<file path="config.mk">
export PLATFORM = sky130hd
export DESIGN_NAME = i2c_txn_sequencer_flat
export DESIGN_NICKNAME = d
export VERILOG_FILES = /design/src/rtl/i2c_txn_pkg.sv /design/src/rtl/i2c_txn_sequencer_if.sv /design/src/rtl/i2c_txn_cmd_fifo.sv /design/src/rtl/i2c_txn_sequencer.sv /design/src/flat_wrapper.sv
export SDC_FILE = /design/constraint.sdc
export NUM_CORES = 1
export LEC_CHECK = 0
export ABC_CLOCK_PERIOD_IN_PS = 5600
export BUFFER_PORTS_ARGS = -buffer_cell sky130_fd_sc_hd__buf_2
export CAP_MARGIN = 20
export CORE_MARGIN = 3
export CORE_UTILIZATION = 59
export DETAILED_ROUTE_END_ITERATION = 10
export PLACE_DENSITY_LB_ADDON = 0.25
export SLEW_MARGIN = 20
export SYNTH_ARGS = -nofsm -noshare
export SYNTH_HDL_FRONTEND = slang
export SYNTH_SLANG_ARGS = --single-unit
</file>
<file path="constraint.sdc">
create_clock -name i_clk -period 5.6 [get_ports i_clk]
set_clock_uncertainty 0.05 [all_clocks]
set_input_delay 1.12 -clock i_clk [delete_from_list [all_inputs] [get_ports i_clk]]
set_output_delay 1.12 -clock i_clk [all_outputs]
set_load 0.02 [all_outputs]
</file>
<file path="src/rtl/i2c_txn_pkg.sv">
// rtl/i2c_txn_pkg.sv - shared types and width helpers for the I2C transaction sequencer
//
// Contents:
//   state_e          sequencer FSM state encoding
//   clog2_int/max_int  elaboration-time width helpers
//   cnt_width        byte-count field width, max(1, clog2(max_burst))
//   rty_width        retry-count field width, max(1, clog2(retry_limit+1))
//   lvl_width        FIFO level width, clog2(depth)+1
//   entry_width      packed command entry width
//   Command entry layout (LSB first): addr[6:0], rd_wrn, wr_count, rd_count, wdata
package i2c_txn_pkg;

    localparam int ADDR_W = 7;

    typedef enum logic [2:0] {
        ST_IDLE    = 3'd0,
        ST_ISSUE   = 3'd1,
        ST_WAIT    = 3'd2,
        ST_BACKOFF = 3'd3,
        ST_RESP    = 3'd4
    } state_e;

    function automatic int max_int(input int a, input int b);
        return (a > b) ? a : b;
    endfunction

    function automatic int clog2_int(input int v);
        int r;
        r = 0;
        for (int i = 0; i < 31; i++) begin
            if ((1 << i) < v) begin
                r = i + 1;
            end
        end
        return r;
    endfunction

    function automatic int cnt_width(input int max_burst);
        return max_int(1, clog2_int(max_burst));
    endfunction

    function automatic int rty_width(input int retry_limit);
        return max_int(1, clog2_int(retry_limit + 1));
    endfunction

    function automatic int lvl_width(input int depth);
        return clog2_int(depth) + 1;
    endfunction

    function automatic int entry_width(input int max_burst);
        return ADDR_W + 1 + 2 * cnt_width(max_burst) + 8 * max_burst;
    endfunction

endpackage

</file>
<file path="src/rtl/i2c_txn_sequencer_if.sv">
// rtl/i2c_txn_sequencer_if.sv - command, response and I2C-master handshake bundle
//
// Groups every non-clock/reset signal of i2c_txn_sequencer.
//   slave  modport: sequencer view (accepts commands, drives responses and master requests)
//   master modport: environment view (register map + I2C master side)
// Signal groups:
//   i_cmd_*  / o_cmd_ready   command push into the FIFO
//   o_rsp_*  / i_rsp_ready   response to the register map
//   o_m_*    / i_m_ready     request to the I2C master
//   i_m_rsp_* / o_m_rsp_ready completion from the I2C master
//   o_cmd_level, o_busy      status
interface i2c_txn_sequencer_if
    import i2c_txn_pkg::*;
#(
    parameter int MaxBurst   = 4,
    parameter int CmdDepth   = 4,
    parameter int RetryLimit = 3
) ();

    localparam int CntW = cnt_width(MaxBurst);
    localparam int RtyW = rty_width(RetryLimit);
    localparam int LvlW = lvl_width(CmdDepth);
    localparam int DatW = 8 * MaxBurst;

    logic                i_cmd_valid;
    logic                o_cmd_ready;
    logic [ADDR_W-1:0]   i_cmd_addr;
    logic                i_cmd_rd_wrn;
    logic [CntW-1:0]     i_cmd_wr_count;
    logic [CntW-1:0]     i_cmd_rd_count;
    logic [DatW-1:0]     i_cmd_wdata;

    logic                o_rsp_valid;
    logic                i_rsp_ready;
    logic                o_rsp_nack;
    logic [RtyW-1:0]     o_rsp_retries;
    logic [DatW-1:0]     o_rsp_rdata;

    logic                o_m_valid;
    logic                i_m_ready;
    logic [ADDR_W-1:0]   o_m_addr;
    logic                o_m_rd_wrn;
    logic [CntW-1:0]     o_m_wr_count;
    logic [CntW-1:0]     o_m_rd_count;
    logic [DatW-1:0]     o_m_wdata;

    logic                i_m_rsp_valid;
    logic                o_m_rsp_ready;
    logic                i_m_rsp_nack;
    logic [DatW-1:0]     i_m_rsp_rdata;

    logic [LvlW-1:0]     o_cmd_level;
    logic                o_busy;

    modport slave (
        input  i_cmd_valid, i_cmd_addr, i_cmd_rd_wrn, i_cmd_wr_count, i_cmd_rd_count, i_cmd_wdata,
        output o_cmd_ready,
        output o_rsp_valid, o_rsp_nack, o_rsp_retries, o_rsp_rdata,
        input  i_rsp_ready,
        output o_m_valid, o_m_addr, o_m_rd_wrn, o_m_wr_count, o_m_rd_count, o_m_wdata,
        input  i_m_ready,
        input  i_m_rsp_valid, i_m_rsp_nack, i_m_rsp_rdata,
        output o_m_rsp_ready,
        output o_cmd_level, o_busy
    );

    modport master (
        output i_cmd_valid, i_cmd_addr, i_cmd_rd_wrn, i_cmd_wr_count, i_cmd_rd_count, i_cmd_wdata,
        input  o_cmd_ready,
        input  o_rsp_valid, o_rsp_nack, o_rsp_retries, o_rsp_rdata,
        output i_rsp_ready,
        input  o_m_valid, o_m_addr, o_m_rd_wrn, o_m_wr_count, o_m_rd_count, o_m_wdata,
        output i_m_ready,
        output i_m_rsp_valid, i_m_rsp_nack, i_m_rsp_rdata,
        input  o_m_rsp_ready,
        input  o_cmd_level, o_busy
    );

endinterface

</file>
<file path="src/rtl/i2c_txn_cmd_fifo.sv">
// rtl/i2c_txn_cmd_fifo.sv - synchronous command FIFO with level output
//
// Ports:
//   i_clk, i_rst_n   clock, synchronous active-low reset
//   i_push, i_push_data   write one entry (ignored when not ready)
//   i_pop            drop the head entry (ignored when empty)
//   o_head_data      current head entry, valid while o_level != 0
//   o_level          occupancy, 0..Depth
//   o_ready          registered "not full"; held 0 while in reset
module i2c_txn_cmd_fifo
    import i2c_txn_pkg::*;
#(
    parameter int Width = 8,
    parameter int Depth = 4
) (
    input  logic                         i_clk,
    input  logic                         i_rst_n,
    input  logic                         i_push,
    input  logic [Width-1:0]             i_push_data,
    input  logic                         i_pop,
    output logic [Width-1:0]             o_head_data,
    output logic [lvl_width(Depth)-1:0]  o_level,
    output logic                         o_ready
);

    localparam int PtrW = clog2_int(Depth);
    localparam int LvlW = lvl_width(Depth);

    logic [Width-1:0] mem_q [Depth];
    logic [Width-1:0] mem_d [Depth];
    logic [PtrW-1:0]  wr_ptr_q, wr_ptr_d;
    logic [PtrW-1:0]  rd_ptr_q, rd_ptr_d;
    logic [LvlW-1:0]  level_q, level_d;
    logic             ready_q, ready_d;
    logic             do_push;
    logic             do_pop;

    assign do_push = i_push & ready_q;
    assign do_pop  = i_pop & (level_q != '0);

    always_comb begin
        mem_d    = mem_q;
        wr_ptr_d = wr_ptr_q;
        rd_ptr_d = rd_ptr_q;
        level_d  = level_q;
        if (do_push) begin
            mem_d[wr_ptr_q] = i_push_data;
            // Depth is a power of two, so the pointer wraps by overflow.
            wr_ptr_d = wr_ptr_q + 1'b1;
        end
        if (do_pop) begin
            rd_ptr_d = rd_ptr_q + 1'b1;
        end
        case ({do_push, do_pop})
            2'b10:   level_d = level_q + 1'b1;
            2'b01:   level_d = level_q - 1'b1;
            default: level_d = level_q;
        endcase
        // Ready is registered from the next level so it never depends
        // combinationally on push/pop and reads 0 during reset.
        ready_d = (level_d != LvlW'(Depth));
    end

    always_ff @(posedge i_clk) begin
        mem_q <= mem_d;
        if (!i_rst_n) begin
            wr_ptr_q <= '0;
            rd_ptr_q <= '0;
            level_q  <= '0;
            ready_q  <= 1'b0;
        end else begin
            wr_ptr_q <= wr_ptr_d;
            rd_ptr_q <= rd_ptr_d;
            level_q  <= level_d;
            ready_q  <= ready_d;
        end
    end

    assign o_head_data = mem_q[rd_ptr_q];
    assign o_level     = level_q;
    assign o_ready     = ready_q;

endmodule

</file>
<file path="src/rtl/i2c_txn_sequencer.sv">
// rtl/i2c_txn_sequencer.sv - queued I2C transaction issue and NACK-retry engine
//
// Optional feature macro: I2C_RETRY_BACKOFF_EN (idle back-off before each re-issue).
// Ports:
//   i_clk    system clock
//   i_rst_n  synchronous active-low reset
//   bus      i2c_txn_sequencer_if.slave: command push, response, master request,
//            master completion, FIFO level and busy status
// Commands are queued in i2c_txn_cmd_fifo and issued one at a time; a NACKed
// transaction is re-issued up to RetryLimit times before the NACK is reported.
module i2c_txn_sequencer
    import i2c_txn_pkg::*;
#(
    parameter int MaxBurst      = 4,
    parameter int CmdDepth      = 4,
    parameter int RetryLimit    = 3,
    parameter int BackoffCycles = 1024
) (
    input  logic                 i_clk,
    input  logic                 i_rst_n,
    i2c_txn_sequencer_if.slave   bus
);

    localparam int CntW = cnt_width(MaxBurst);
    localparam int RtyW = rty_width(RetryLimit);
    localparam int LvlW = lvl_width(CmdDepth);
    localparam int DatW = 8 * MaxBurst;
    localparam int EntW = entry_width(MaxBurst);

    state_e            state_q, state_d;
    logic [RtyW-1:0]   retry_q, retry_d;
    logic              rsp_nack_q, rsp_nack_d;
    logic [RtyW-1:0]   rsp_retries_q, rsp_retries_d;
    logic [DatW-1:0]   rsp_rdata_q, rsp_rdata_d;

`ifdef I2C_RETRY_BACKOFF_EN
    localparam int BoW = max_int(1, clog2_int(BackoffCycles));
    logic [BoW-1:0]    backoff_q, backoff_d;
`endif

    logic              fifo_ready;
    logic              fifo_pop;
    logic [EntW-1:0]   head;
    logic [LvlW-1:0]   level;

    logic [ADDR_W-1:0] head_addr;
    logic              head_rd_wrn;
    logic [CntW-1:0]   head_wr_count;
    logic [CntW-1:0]   head_rd_count;
    logic [DatW-1:0]   head_wdata;
    logic [DatW-1:0]   rdata_mask;

    logic              m_valid;
    logic              m_rsp_ready;
    logic              rsp_valid;

    i2c_txn_cmd_fifo #(
        .Width (EntW),
        .Depth (CmdDepth)
    ) u_cmd_fifo (
        .i_clk       (i_clk),
        .i_rst_n     (i_rst_n),
        .i_push      (bus.i_cmd_valid & fifo_ready),
        .i_push_data ({bus.i_cmd_wdata, bus.i_cmd_rd_count, bus.i_cmd_wr_count,
                       bus.i_cmd_rd_wrn, bus.i_cmd_addr}),
        .i_pop       (fifo_pop),
        .o_head_data (head),
        .o_level     (level),
        .o_ready     (fifo_ready)
    );

    assign head_addr     = head[ADDR_W-1:0];
    assign head_rd_wrn   = head[ADDR_W];
    assign head_wr_count = head[ADDR_W+1 +: CntW];
    assign head_rd_count = head[ADDR_W+1+CntW +: CntW];
    assign head_wdata    = head[ADDR_W+1+2*CntW +: DatW];

    // Keep only read bytes 0..rd_count; the master may return junk above that.
    always_comb begin
        rdata_mask = '0;
        for (int i = 0; i < MaxBurst; i++) begin
            if (CntW'(i) <= head_rd_count) begin
                rdata_mask[8*i +: 8] = 8'hFF;
            end
        end
    end

    always_comb begin
        state_d       = state_q;
        retry_d       = retry_q;
        rsp_nack_d    = rsp_nack_q;
        rsp_retries_d = rsp_retries_q;
        rsp_rdata_d   = rsp_rdata_q;
        fifo_pop      = 1'b0;
        m_valid       = 1'b0;
        m_rsp_ready   = 1'b0;
        rsp_valid     = 1'b0;
`ifdef I2C_RETRY_BACKOFF_EN
        backoff_d     = backoff_q;
`endif
        case (state_q)
            ST_IDLE: begin
                retry_d = '0;
                if (level != '0) begin
                    state_d = ST_ISSUE;
                end
            end
            ST_ISSUE: begin
                m_valid = 1'b1;
                if (bus.i_m_ready) begin
                    state_d = ST_WAIT;
                end
            end
            ST_WAIT: begin
                m_rsp_ready = 1'b1;
                if (bus.i_m_rsp_valid) begin
                    if (bus.i_m_rsp_nack && (retry_q < RtyW'(RetryLimit))) begin
                        retry_d = retry_q + 1'b1;
`ifdef I2C_RETRY_BACKOFF_EN
                        backoff_d = BoW'(BackoffCycles - 1);
                        state_d   = ST_BACKOFF;
`else
                        state_d   = ST_ISSUE;
`endif
                    end else begin
                        rsp_nack_d    = bus.i_m_rsp_nack;
                        rsp_retries_d = retry_q;
                        rsp_rdata_d   = (bus.i_m_rsp_nack || !head_rd_wrn) ? '0
                                      : (bus.i_m_rsp_rdata & rdata_mask);
                        fifo_pop      = 1'b1;
                        state_d       = ST_RESP;
                    end
                end
            end
`ifdef I2C_RETRY_BACKOFF_EN
            ST_BACKOFF: begin
                if (backoff_q == '0) begin
                    state_d = ST_ISSUE;
                end else begin
                    backoff_d = backoff_q - 1'b1;
                end
            end
`endif
            ST_RESP: begin
                rsp_valid = 1'b1;
                if (bus.i_rsp_ready) begin
                    state_d = ST_IDLE;
                end
            end
            default: begin
                state_d = ST_IDLE;
            end
        endcase
    end

    always_ff @(posedge i_clk) begin
        if (!i_rst_n) begin
            state_q       <= ST_IDLE;
            retry_q       <= '0;
            rsp_nack_q    <= 1'b0;
            rsp_retries_q <= '0;
            rsp_rdata_q   <= '0;
`ifdef I2C_RETRY_BACKOFF_EN
            backoff_q     <= '0;
`endif
        end else begin
            state_q       <= state_d;
            retry_q       <= retry_d;
            rsp_nack_q    <= rsp_nack_d;
            rsp_retries_q <= rsp_retries_d;
            rsp_rdata_q   <= rsp_rdata_d;
`ifdef I2C_RETRY_BACKOFF_EN
            backoff_q     <= backoff_d;
`endif
        end
    end

    assign bus.o_cmd_ready   = fifo_ready;
    assign bus.o_cmd_level   = level;
    assign bus.o_busy        = (state_q != ST_IDLE) || (level != '0);

    // Head fields are only presented while a request is outstanding, so the
    // master bus reads all-zero when idle and straight after reset.
    assign bus.o_m_valid     = m_valid;
    assign bus.o_m_addr      = m_valid ? head_addr     : '0;
    assign bus.o_m_rd_wrn    = m_valid ? head_rd_wrn   : 1'b0;
    assign bus.o_m_wr_count  = m_valid ? head_wr_count : '0;
    assign bus.o_m_rd_count  = m_valid ? head_rd_count : '0;
    assign bus.o_m_wdata     = m_valid ? head_wdata    : '0;
    assign bus.o_m_rsp_ready = m_rsp_ready;

    assign bus.o_rsp_valid   = rsp_valid;
    assign bus.o_rsp_nack    = rsp_nack_q;
    assign bus.o_rsp_retries = rsp_retries_q;
    assign bus.o_rsp_rdata   = rsp_rdata_q;

endmodule

</file>
<file path="src/flat_wrapper.sv">
// flat-port wrapper written by rule: the top's interface ports become plain ports
module i2c_txn_sequencer_flat import i2c_txn_pkg::*;
#(
    parameter int MaxBurst      = 4,
    parameter int CmdDepth      = 4,
    parameter int RetryLimit    = 3,
    parameter int BackoffCycles = 1024
)
  (i_clk, i_rst_n, bus_i_cmd_valid, bus_i_cmd_addr, bus_i_cmd_rd_wrn, bus_i_cmd_wr_count, bus_i_cmd_rd_count, bus_i_cmd_wdata, bus_o_cmd_ready, bus_o_rsp_valid, bus_o_rsp_nack, bus_o_rsp_retries, bus_o_rsp_rdata, bus_i_rsp_ready, bus_o_m_valid, bus_o_m_addr, bus_o_m_rd_wrn, bus_o_m_wr_count, bus_o_m_rd_count, bus_o_m_wdata, bus_i_m_ready, bus_i_m_rsp_valid, bus_i_m_rsp_nack, bus_i_m_rsp_rdata, bus_o_m_rsp_ready, bus_o_cmd_level, bus_o_busy);
  i2c_txn_sequencer_if #(.MaxBurst(MaxBurst), .CmdDepth(CmdDepth), .RetryLimit(RetryLimit)) bus_i ();
  input  logic i_clk;
  input  logic i_rst_n;
  input wire logic [$bits(bus_i.i_cmd_valid)-1:0] bus_i_cmd_valid;
  input wire logic [$bits(bus_i.i_cmd_addr)-1:0] bus_i_cmd_addr;
  input wire logic [$bits(bus_i.i_cmd_rd_wrn)-1:0] bus_i_cmd_rd_wrn;
  input wire logic [$bits(bus_i.i_cmd_wr_count)-1:0] bus_i_cmd_wr_count;
  input wire logic [$bits(bus_i.i_cmd_rd_count)-1:0] bus_i_cmd_rd_count;
  input wire logic [$bits(bus_i.i_cmd_wdata)-1:0] bus_i_cmd_wdata;
  output wire logic [$bits(bus_i.o_cmd_ready)-1:0] bus_o_cmd_ready;
  output wire logic [$bits(bus_i.o_rsp_valid)-1:0] bus_o_rsp_valid;
  output wire logic [$bits(bus_i.o_rsp_nack)-1:0] bus_o_rsp_nack;
  output wire logic [$bits(bus_i.o_rsp_retries)-1:0] bus_o_rsp_retries;
  output wire logic [$bits(bus_i.o_rsp_rdata)-1:0] bus_o_rsp_rdata;
  input wire logic [$bits(bus_i.i_rsp_ready)-1:0] bus_i_rsp_ready;
  output wire logic [$bits(bus_i.o_m_valid)-1:0] bus_o_m_valid;
  output wire logic [$bits(bus_i.o_m_addr)-1:0] bus_o_m_addr;
  output wire logic [$bits(bus_i.o_m_rd_wrn)-1:0] bus_o_m_rd_wrn;
  output wire logic [$bits(bus_i.o_m_wr_count)-1:0] bus_o_m_wr_count;
  output wire logic [$bits(bus_i.o_m_rd_count)-1:0] bus_o_m_rd_count;
  output wire logic [$bits(bus_i.o_m_wdata)-1:0] bus_o_m_wdata;
  input wire logic [$bits(bus_i.i_m_ready)-1:0] bus_i_m_ready;
  input wire logic [$bits(bus_i.i_m_rsp_valid)-1:0] bus_i_m_rsp_valid;
  input wire logic [$bits(bus_i.i_m_rsp_nack)-1:0] bus_i_m_rsp_nack;
  input wire logic [$bits(bus_i.i_m_rsp_rdata)-1:0] bus_i_m_rsp_rdata;
  output wire logic [$bits(bus_i.o_m_rsp_ready)-1:0] bus_o_m_rsp_ready;
  output wire logic [$bits(bus_i.o_cmd_level)-1:0] bus_o_cmd_level;
  output wire logic [$bits(bus_i.o_busy)-1:0] bus_o_busy;
  assign bus_i.i_cmd_valid = bus_i_cmd_valid;
  assign bus_i.i_cmd_addr = bus_i_cmd_addr;
  assign bus_i.i_cmd_rd_wrn = bus_i_cmd_rd_wrn;
  assign bus_i.i_cmd_wr_count = bus_i_cmd_wr_count;
  assign bus_i.i_cmd_rd_count = bus_i_cmd_rd_count;
  assign bus_i.i_cmd_wdata = bus_i_cmd_wdata;
  assign bus_o_cmd_ready = bus_i.o_cmd_ready;
  assign bus_o_rsp_valid = bus_i.o_rsp_valid;
  assign bus_o_rsp_nack = bus_i.o_rsp_nack;
  assign bus_o_rsp_retries = bus_i.o_rsp_retries;
  assign bus_o_rsp_rdata = bus_i.o_rsp_rdata;
  assign bus_i.i_rsp_ready = bus_i_rsp_ready;
  assign bus_o_m_valid = bus_i.o_m_valid;
  assign bus_o_m_addr = bus_i.o_m_addr;
  assign bus_o_m_rd_wrn = bus_i.o_m_rd_wrn;
  assign bus_o_m_wr_count = bus_i.o_m_wr_count;
  assign bus_o_m_rd_count = bus_i.o_m_rd_count;
  assign bus_o_m_wdata = bus_i.o_m_wdata;
  assign bus_i.i_m_ready = bus_i_m_ready;
  assign bus_i.i_m_rsp_valid = bus_i_m_rsp_valid;
  assign bus_i.i_m_rsp_nack = bus_i_m_rsp_nack;
  assign bus_i.i_m_rsp_rdata = bus_i_m_rsp_rdata;
  assign bus_o_m_rsp_ready = bus_i.o_m_rsp_ready;
  assign bus_o_cmd_level = bus_i.o_cmd_level;
  assign bus_o_busy = bus_i.o_busy;
  i2c_txn_sequencer #(.MaxBurst(MaxBurst), .CmdDepth(CmdDepth), .RetryLimit(RetryLimit), .BackoffCycles(BackoffCycles)) u_core (.i_clk(i_clk), .i_rst_n(i_rst_n), .bus(bus_i));
endmodule
</file>
[Yosys cells after proc, flatten, opt, wreduce, memory -nomap -nowiden]
Index checks and enable logic that the tools add are counted.
Storage, ports and cells
  bits in registers: 224
  output and inout port bits: 87
Cells by class
  order comparisons: 8
  add/sub/neg operators: 5
  bitwise logic cells: 7
  equality and inequality tests: 11
  muxes and demuxes: 32
  reduce and logical (&&, ||, !) cells: 12
Operators with widths (number)
  $bwmux 176: 1
  $mux 44: 3
  $bmux 44 s2: 1
  $demux 44 s2: 1
  $mux 32: 2
  $and 32x32->32: 1
  $mux 8: 4
  $mux 3: 5
  $pmux 3 s4: 1
  $mux 2: 4
  $mux 1: 7
  $mux 7: 1
  $add 2x1->2 const B: 3
  $ge 3x3->1 const B: 2
  $ne 2x2->1 const B: 3
  $not 2->3: 2
  $pmux 3 s2: 1
  $reduce_and 3->1: 2
  $reduce_bool 3->1: 2
  $le 1x2->1 const A: 2
  $le 2x2->1 const A: 2
  $ne 2x1->1 const B: 2
  $pmux 2 s2: 1
  $reduce_and 4->1: 1
  17 further kinds: 21

[Longest topological paths before layout]
Gate-level depths: netlist (run 1).
  word-level depth: 9
  mapped depth: 11
  mapped depth without buffers: 11

[Hierarchy]
From an unflattened synthesis (run 1), not the netlist that was laid out.
Second synthesis, totals
  cells, all modules: 523
  area, all modules: 8966.1 um^2
By module, submodules not included
  i2c_txn_cmd_fifo: cells each 281, sequential area each 5445.2 um^2, instances 1, area an instance 6889.1 um^2
  i2c_txn_sequencer: cells each 242, sequential area each 800.8 um^2, instances 1, area an instance 2077.0 um^2

[Worst setup path after synthesis (run 1)]
No wires, ideal clock.
  path type: register to output
  start point: register u_core.state_q[0]
  end point: output port bus_o_m_addr[0]
  required time: 4.430 ns
  stages on the path, launching flop included: 7
  setup slack: 2.820 ns
  arrival time: 1.610 ns
  path through: dfxtp_1 buf_2 nand2b_1 or2_2 clkbuf_1 clkbuf_1 nor2b_1
Between the ends
  longest elaborated chain between the ends: 3
Ends and longest elaborated chain
  from (decl): line i2c_txn_sequencer.sv:30  | state_e state_q, state_d;
  from (signal assigned): line i2c_txn_sequencer.sv:167  | state_q <= state_d;
  $eq 3x1->1: line i2c_txn_sequencer.sv:101  | case (state_q)
  $mux 1: line i2c_txn_sequencer.sv:101
  $mux 7: line i2c_txn_sequencer.sv:185  | assign bus.o_m_addr = m_valid ? head_addr : '0;
  to (decl): line flat_wrapper.sv:26  | output wire logic [$bits(bus_i.o_m_addr)-1:0] bus_o_m_addr;
Every way passes these cells.

[Final worst setup path (run 1)]
  start point: register u_core.u_cmd_fifo.rd_ptr_q[0]
  end point: output port bus_o_m_rd_count[1]
Between the ends
  longest elaborated chain between the ends: 5
Ends and longest elaborated chain
  from (decl): line i2c_txn_cmd_fifo.sv:32  | logic [PtrW-1:0] rd_ptr_q, rd_ptr_d;
  from (signal assigned): line i2c_txn_cmd_fifo.sv:73  | rd_ptr_q <= rd_ptr_d;
  $not 2->3 (implied by the code): line i2c_txn_cmd_fifo.sv:79  | assign o_head_data = mem_q[rd_ptr_q];
  $bmux 44 s2: line i2c_txn_cmd_fifo.sv:79
  $mux 44 (implied by the code) (2 in a row): line i2c_txn_cmd_fifo.sv:79
  $mux 2: line i2c_txn_sequencer.sv:188  | assign bus.o_m_rd_count = m_valid ? head_rd_count : '0;
  to (decl): line flat_wrapper.sv:29  | output wire logic [$bits(bus_i.o_m_rd_count)-1:0] bus_o_m_rd_count;
Every way passes these cells. The select of a mux whose other input is x is not followed.

==> metrics.cfg, run 1 <==
[floorplan]
ios = 170
dieHeight_um = 126.5
dieArea_sq_mm = 0.01601
core-area_sq_mm = 0.01404
num_rows = 43
initial_core_util = 0.6104
die_w_um = 126.5

[routing]
postRouteAntennaNets = 0
wire_per_inst_um = 19.68
wl_mm = 16.26
drc_errors = 0
via_count = 4665
detail_route.vias_per_cell = 5.648
drt_iter0_markers = 260
drt_first_pass_iters = 4

[clock_network]
cts.repair.resized = 0
post_cts_buffers = 0
root_buffer = clkbuf_16
cts_buffers = 23
path_clk_slew_ps = 60
cts_hold_repair.buffers = 0
cts_tree = built
h-tree-depth = 1
clk_path_buf_depth = 3
clock-sinks = 224
clk_latency_ps = 490

[cells_and_area]
postLayoutCellArea_sq_mm = 0.01027
layout-drive-gt1-share = 0.4137
nFillCells = 865
finalNetCount = 716
final_cells = 826
syn2layout_area_growth_pct = 19.87

[worst_setup_path]
cpLargestDelayFamily = flip-flops
slowest_delay_ps = 950
crit_chain = mux4_2 > nor2b_1 > buf_2
critPathSlowestCell = dfxtp_4
r2r-start = u_core.u_cmd_fifo.rd_ptr_q[0]
path_class = register to primary output
cp-end-kind = primary output
worst-path-stages = 3
reg2reg_depth = 4
cp_max_fo = 47
cp-startpoint = u_core.u_cmd_fifo.rd_ptr_q[0]
worstPathArrival_ps = 2480
required_ps = 4430
startpoint_type = register
cp_num_buf_inv = 1

[sta]
max_slew.worst_pin.slew_ps = 1028
rsz0062_at_grt = false
drv_slew = 0
finalSetupViolations = 0
setup_tns_ps = 0
final_hold_viol_count = 0
fin_crit_ps = 3652
finalCritPeriodShare = 0.6522
fmax_mhz = 273.8
max_slew_margin = 0.3145

[logic_synthesis]
yosysTopAreaCellShare = 0.6166
yosysSeqAreaShare = 0.7287
avgSynthCellArea_sq_um = 18.96
postSynthCellCount = 452
synth-seq-cells = 224
synth_area_sq_mm = 0.008572
yosysWarnings = 0
synth_area_leaders = edfxtp_1 62%, mux4_2 12%, dfxtp_1 11%
synth_cell_type_count = 42
syn_nets = 542
synth_area_leader_cell = edfxtp_1

[job]
drv_cap = 0

[place]
io_buffers = 169
gp_congestion = 0.8296
dpl.hpwl_mm = 9.957
placed_cell_area_sq_mm = 0.009535
placed_cells = 781

[power_and_ir_drop]
irDropWorstVdd_uv = 278.6
powerDensity_mw_per_mm2 = 340.1
leakagePower_nw = 3.823

[grt]
grt_max_degree = 48
overflow = 0
grt_use_total = 0.2038
grt_pass1_wl_mm = 25.70
grt_pass1_vias = 4939
antenna_found_initial = 3

[min_path]
holdPathStages = 1
hold_path_class = register to register
worstHoldStart = u_core.bus.o_rsp_rdata[7]

[run_status]
status = completed

==> per-stage QoR <==
stage                 util  hold slack (ps)  total power, mW  worst slack (ps)
floorplan                -            426.4            2.002              2820
global route        0.7315            440.5            3.621              1796
global placement    0.6791            405.7            2.090              2401
CTS                 0.7311            426.3            3.534              1886
detailed placement  0.6791            407.9            2.098              2410
finish              0.7317            421.2            3.495              1948
==> metal layers <==
metal  track usage  share of wire
met5             0        0.00080
met3       0.05095          0.075
met1        0.2517           0.39
met2        0.3608           0.52
met4       0.05615          0.017
==> sequential cells by signal, summed over array words and instances, names as in the netlist <==
name and flops:
u_core.u_cmd_fifo.mem_q 176, u_core.u_cmd_fifo.rd_ptr_q 2, u_core.u_cmd_fifo.o_level 3, u_core.bus.o_rsp_rdata 32, u_core.state_q 3, u_core.u_cmd_fifo.wr_ptr_q 2, u_core.bus.o_rsp_nack 1, u_core.retry_q 2
u_core.u_cmd_fifo.o_ready 1, u_core.bus.o_rsp_retries 2
==> Yosys cell counts, drive strengths merged <==
library cell  number
nor3               1
nand4b             1
buf               15
and2               6
o21ai              3
mux2               1
or2                1
mux4              44
ha                 6
o21a               3
nand3b             2
a21boi             4
or3                2
inv                6
a21oi              1
clkbuf            10
dfxtp             48
and3               6
edfxtp           176
nor4               1
nand2              5
nand3              2
o31a               1
mux2i              4
nor2b             48
nor4b              1
o32a               1
a22o              32
nor3b              3
fa                 1
nor2               5
or4                1
xor2               1
nand2b             6
or3b               1
xnor2              3
==> cell usage in the layout (no fill, tap or decap), types with 3 or more instances in the layout <==
cell type / count
edfxtp_1: 176
buf_2: 169
nor2b_1: 48
dfxtp_1: 46
mux4_2: 44
a22o_1: 32
clkbuf_16: 24
nand2b_1: 6
inv_1: 6
ha_1: 6
nor2_1: 5
nand2_1: 5
clkbuf_1: 5
buf_4: 5
and3_2: 4
and2_1: 4
a21boi_0: 4
mux2i_1: 4
clkinv_1: 4
diode_2: 3
xnor2_1: 3
o21ai_0: 3
==> logic make-up after synthesis <==
group                    share of synthesized area
AO/OA/AOI/OAI                              0.04350
buffers and inverters                      0.02073
XOR/XNOR                                  0.004088
flip-flops                                  0.7287
AND/OR/NAND/NOR                            0.07036
adder cells (fa/ha/maj)                    0.01109
multiplexers                                0.1216
==> where the power goes <==
part | internal (mW) | switching [mW]
registers | 1.83 | 0.0161
logic | 0.0834 | 0.134
clock network | 0.853 | 0.581
==> worst reg2reg max path: stages (launching register included) <==
cell     delay, ps
dfxtp_4        950
mux4_2         420
nor4b_4        540
and3_1         430
a22o_1         180
==> cell type report <==
class	instances	area, sq um	share of cell area
repair buffers	174	883.3	0.08597
well taps	180	225.2	0.02192
flip-flops and latches	224	6251	0.6084
diodes	3	7.507	0.0007306
clock inverters	10	87.58	0.008524
clock buffers	32	643.1	0.06259
inverters	6	22.52	0.002192
multi-input cells	197	2155	0.2097
==> path summary, 6_finish.rpt <==
kind	to	slack, ps
setup / recovery	bus_o_m_rd_count[1]	1950
hold / removal	u_core.bus.o_rsp_rdata[7]	420
setup reg to reg	u_core.bus.o_rsp_rdata[26]	2970
hold reg to reg	u_core.bus.o_rsp_rdata[7]	420
Power figures use the tool's default switching activity.
==> inputs of run 2 (changes only) <==
- ABC_AREA: unset -> 1
- ABC_CLOCK_PERIOD_IN_PS: 5600 -> 3600
- CORE_UTILIZATION: 59 -> 55
- clock period: 5.6 -> 3.6 ns (I/O delays scaled with it)
==> metrics.cfg, run 2 <==
[run_status]
status = completed

[routing]
drc_errors = 0
via_count = 6328
drt_iter0_markers = 417
postRouteAntennaNets = 0
detail_route.vias_per_cell = 5.187
wl_mm = 19.17
drt_first_pass_iters = 5
wire_per_inst_um = 15.71

[clock_network]
cts_tree = built
path_clk_slew_ps = 60
clock-sinks = 224
h-tree-depth = 1
cts_buffers = 23
clk_latency_ps = 500
cts_hold_repair.buffers = 0
clk_path_buf_depth = 3
root_buffer = clkbuf_16
cts.repair.resized = 0
post_cts_buffers = 0

[min_path]
hold_path_class = input pin to register
holdPathStages = 1
hold_end = u_core.u_cmd_fifo.mem_q[168]
worstHoldStart = bus_i_cmd_wdata[24]

[sta]
setup_tns_ps = 0
setup_ws_ps = 320.7
drv_slew = 0
rsz0062_at_grt = false
finalSetupViolations = 0
fmax_mhz = 304.9
fin_crit_ps = 3279
max_slew.worst_pin.slew_ps = 713.4
finalCritPeriodShare = 0.9109
max_slew_margin = 0.5244
final_hold_viol_count = 0

[worst_setup_path]
rr_endpoint = u_core.bus.o_rsp_rdata[1]
slowest_delay_ps = 760
required_ps = 2830
cp-end-kind = primary output
crit_chain = buf_4 > nor2_1 > nor2_1 > o21ai_0 > a21oi_1 > buf_2
r2r-start = u_core.u_cmd_fifo.rd_ptr_q[0]
startpoint_type = register
critPathSlowestCell = dfxtp_4
reg2reg_depth = 8
cp_max_fo = 55
crit_path_frequent_cell = nor2_1
rrSetupSlack_ps = 1010
worstPathArrival_ps = 2510
path_class = register to primary output
cpLargestDelayFamily = flip-flops
cp_num_buf_inv = 2

[floorplan]
dieArea_sq_mm = 0.01795
ios = 170
die_w_um = 134.0
core-area_sq_mm = 0.01594
initial_core_util = 0.5649
dieHeight_um = 134.0
num_rows = 46

[cells_and_area]
most-common-layout-cells = 214 x nor2_1, 176 x edfxtp_1, 169 x buf_2
layout-drive-gt1-share = 0.2351
diodes = 0
multi_input_area_sq_mm = 0.002352
finalNetCount = 1081
largest_register_ffs = 176
seqCellArea_sq_mm = 0.006251
final_common_cell = nor2_1
syn2layout_area_growth_pct = 19.34
nFillCells = 1227
top_register = u_core.u_cmd_fifo.mem_q

[place]
dpl.hpwl_mm = 11.08
pre_cts_slack_ps = 859.8
io_buffers = 169
gp_congestion = 0.8157

[power_and_ir_drop]
powerDensity_mw_per_mm2 = 568.4
power_frac_clock = 0.369
seqPwrFrac = 0.483
intPower_mw = 4.518
p_comb_frac = 0.148
leakagePower_nw = 4.292
power.switching_fraction = 0.2604
irDropWorstVdd_uv = 454.1
p_switching_mw = 1.591

[logic_synthesis]
post-synth-top-count-cell = nor2_1
synthArstFlopShare = 0
postSynthCellCount = 830
synth_area_leader_cell = edfxtp_1
avgSynthCellArea_sq_um = 10.85
yosysSeqAreaShare = 0.6935
syn_nets = 920
yosys_most_used_dff = edfxtp_1
synth_area_sq_mm = 0.009006
synth_cell_type_count = 26
ys_top_cells_by_count = 218 x nor2_1, 176 x edfxtp_1, 100 x o21ai_0
synth_edf_count = 176
synth_area_leaders = edfxtp_1 59%, dfxtp_1 11%, nor2_1 9.1%
yosysTopAreaCellShare = 0.5868
synth-seq-cells = 224
yosysWarnings = 0

[grt]
grt_pass1_wl_mm = 29.89
overflow = 0
grt_use_total = 0.2083
grt_pass1_vias = 5862
antenna_found_initial = 1
grt_max_degree = 56

[job]
drv_cap = 0

[run 2: cell count changes after synthesis, sizes merged, moves of 6 or more]
cell / delta
a21oi: +82
a22o: -32
and2: -6
and3: -6
buf: +18
inv: +46
mux4: -44
nand2: +51
nand2b: -6
nand3: +34
nor2: +215
nor2b: -48
o21ai: +97
[run 2: cell families (layout without fill, tap and decap cells)]
logic type	after synthesis	count (layout)	synth area share
adders and majority gates	7	7	0.01056
AOI/OAI and AO/OA	185	185	0.1034
buffers and inverters	99	273	0.04918
and+or+nand+nor	313	313	0.1414
xor gates and xnor gates	2	2	0.001945
DFF	224	224	0.6935
[run 2: metal layers]
layer / track usage / wire length [um]
met5: 0 / 7
met4: 0.05200 / 302
met3: 0.04014 / 1497
met2: 0.3495 / 9092
met1: 0.2838 / 8266
[run 2: power by group through the flow]
stage / sequential [mW] / clock, mW / combinational, mW
finish: 2.95 / 2.25 / 0.905
global route: 2.96 / 2.39 / 0.988
CTS: 2.95 / 2.29 / 0.915
detailed placement: 3.00 / 0 / 0.906
global placement: 3.00 / 0 / 0.904
floorplan: 3.01 / 0 / 0.540
[run 2: stage by stage]
stage / power [mW] / cells / hold slack (ps) / util / instance area (sq um)
floorplan: 3.553 / 830 / 423.3 / - / 9006
global placement: 3.907 / 1182 / 399.9 / 0.6292 / 10030
detailed placement: 3.911 / 1182 / 402.2 / 0.6292 / 10030
CTS: 6.157 / 1220 / 366.1 / 0.6741 / 10750
global route: 6.338 / 1220 / 369.1 / 0.6741 / 10750
finish: 6.109 / 1220 / 378.3 / 0.6741 / 10750
[run 2: worst max path at each step]
| stage | slack [ps] | depth (start not counted) | from | endpoint |
|---|---|---|---|---|
| global route | 110 | 6 | u_core.u_cmd_fifo.rd_ptr_q[0] | bus_o_m_wdata[1] |
| global placement | 910 | 7 | u_core.u_cmd_fifo.rd_ptr_q[0] | bus_o_m_rd_wrn |
| CTS | 320 | 7 | u_core.u_cmd_fifo.rd_ptr_q[0] | bus_o_m_rd_wrn |
| floorplan | 350 | 2 | bus_i_cmd_valid | u_core.u_cmd_fifo.mem_q[0] |
| detailed placement | 860 | 7 | u_core.u_cmd_fifo.rd_ptr_q[0] | bus_o_m_rd_wrn |
| finish | 320 | 6 | u_core.u_cmd_fifo.rd_ptr_q[0] | bus_o_m_wdata[1] |
[run 2: final cells by class]
type,count,area share
Clock buffer,29,0.05751
Clock inverter,9,0.009197
Inverter,53,0.01874
Multi-Input combinational cell,507,0.2189
Sequential cell,224,0.5816
Tap cell,216,0.02515
Timing Repair Buffer,182,0.08894
[run 2: worst reg2reg max path: cells and delay by family, from the launching register on]
kind	cells	cell delay (ps)
simple gates	5	940
buf+inv	2	820
flops	1	540
compound gates	1	170
==> inputs of run 3 (changes only) <==
- CORE_UTILIZATION: 55 -> 35
==> metrics.cfg, run 3 (synthesis results as in run 2) <==
[cells_and_area]
largest_register_ffs = 176
multi_input_area_sq_mm = 0.002352
post-route-util = 0.4359
postLayoutCellArea_sq_mm = 0.01101
layout-drive-gt1-share = 0.2372
finalNetCount = 1086
nFillCells = 2450
final_common_cell = nor2_1
seqCellArea_sq_mm = 0.006251
top_register = u_core.u_cmd_fifo.mem_q
most-common-layout-cells = 214 x nor2_1, 176 x edfxtp_1, 169 x buf_2
syn2layout_area_growth_pct = 22.24

[clock_network]
path_clk_slew_ps = 60
clock-sinks = 224
clk_path_buf_depth = 3
cts.repair.resized = 0
root_buffer = clkbuf_16
post_cts_buffers = 0
h-tree-depth = 1
cts_tree = built
clk_latency_ps = 510
cts_hold_repair.buffers = 0
cts_buffers = 26

[job]
drv_cap = 0

[worst_setup_path]
required_ps = 2830
cp_max_fo = 30
crit_chain = buf_4 > nor2_1 > nor2_1 > o21ai_0 > a21oi_1 > buf_2
cp-end-kind = primary output
cpLargestDelayFamily = buffers and inverters
r2r-start = u_core.retry_q[0]
critPathSlowestCell = dfxtp_4
crit_path_frequent_cell = nor2_1
startpoint_type = register
cp_num_buf_inv = 2
worstPathArrival_ps = 2260
cp-startpoint = u_core.u_cmd_fifo.rd_ptr_q[0]
path_class = register to primary output
slowest_delay_ps = 570

[power_and_ir_drop]
leakagePower_nw = 4.350
powerDensity_mw_per_mm2 = 575.8
power_mw = 6.339
irDropWorstVdd_uv = 394.7

[place]
placed_cell_area_sq_mm = 0.01019
gp_congestion = 0.7549
dpl.hpwl_mm = 12.38
io_buffers = 169

[run_status]
status = completed

[floorplan]
die_w_um = 166.4
dieHeight_um = 166.4
core-area_sq_mm = 0.02525
initial_core_util = 0.3566
dieArea_sq_mm = 0.02769
ios = 170
num_rows = 58

[sta]
drv_slew = 0
max_slew.worst_pin.slew_ps = 732.3
finalCritPeriodShare = 0.8425
rsz0062_at_grt = false
fmax_mhz = 329.7
max_slew_margin = 0.5106
fin_crit_ps = 3033
final_hold_viol_count = 0
finalSetupViolations = 0
setup_tns_ps = 0

[routing]
postRouteAntennaNets = 0
via_count = 6378
drt_iter0_markers = 363
wire_per_inst_um = 15.72
detail_route.vias_per_cell = 4.735
drt_first_pass_iters = 6
wl_mm = 21.18
drc_errors = 0

[grt]
overflow = 0
grt_pass1_vias = 6130
grt_use_total = 0.1479
grt_pass1_wl_mm = 33.22
antenna_found_initial = 2
grt_max_degree = 49

[min_path]
worstHoldStart = bus_i_cmd_addr[1]
hold_path_class = input pin to register

run 3: final cells by class:
type | instances | share of cell area
multi-input combinational | 507 | 0.2137
clock inverter | 11 | 0.006819
tap | 330 | 0.03750
sequential | 224 | 0.5678
inverter | 53 | 0.01830
clock buffer | 37 | 0.06751
antenna | 1 | 0.0002273
timing repair buffer | 184 | 0.08819
run 3: where the power goes:
group | total [mW] | internal, mW | switching [mW]
clock | 2.47 | 1.50 | 0.974
sequential | 2.95 | 2.91 | 0.0383
combinational | 0.920 | 0.261 | 0.659
run 3: final timing paths:
path,to,slack [ps],depth (start not counted)
setup / recovery,bus_o_m_wdata[15],570,6
setup reg to reg,u_core.u_cmd_fifo.o_ready,1240,12
hold reg to reg,u_core.bus.o_rsp_rdata[3],410,2
hold / removal,u_core.u_cmd_fifo.mem_q[133],370,1
run 3: per-layer routing:
layer	part of all wire	GRT usage	wire length, um
met1	0.44	0.1879	9289
met2	0.47	0.2525	9967
met3	0.068	0.03964	1435
met4	0.022	0.03802	465
met5	0.00099	0	21
run 3: worst reg2reg max path: cells and delay by family (launching register included):
kind,cells,cell delay (ps)
fa+ha+maj,3,840
compound gates,3,400
simple gates,5,510
flops,1,380
buf+inv,1,70
run 3: per-stage QoR:
| stage | cells | setup slack, ps | hold WS (ps) |
|---|---|---|---|
| after CTS | 1346 | 442.7 | 339.1 |
| after floorplan | 830 | 353.6 | 423.3 |
| after global routing | 1346 | 362.8 | 345.2 |
| after detailed placement | 1298 | 869.3 | 405.3 |
| final | 1347 | 566.9 | 368.0 |
| after global placement | 1298 | 910.2 | 399.0 |
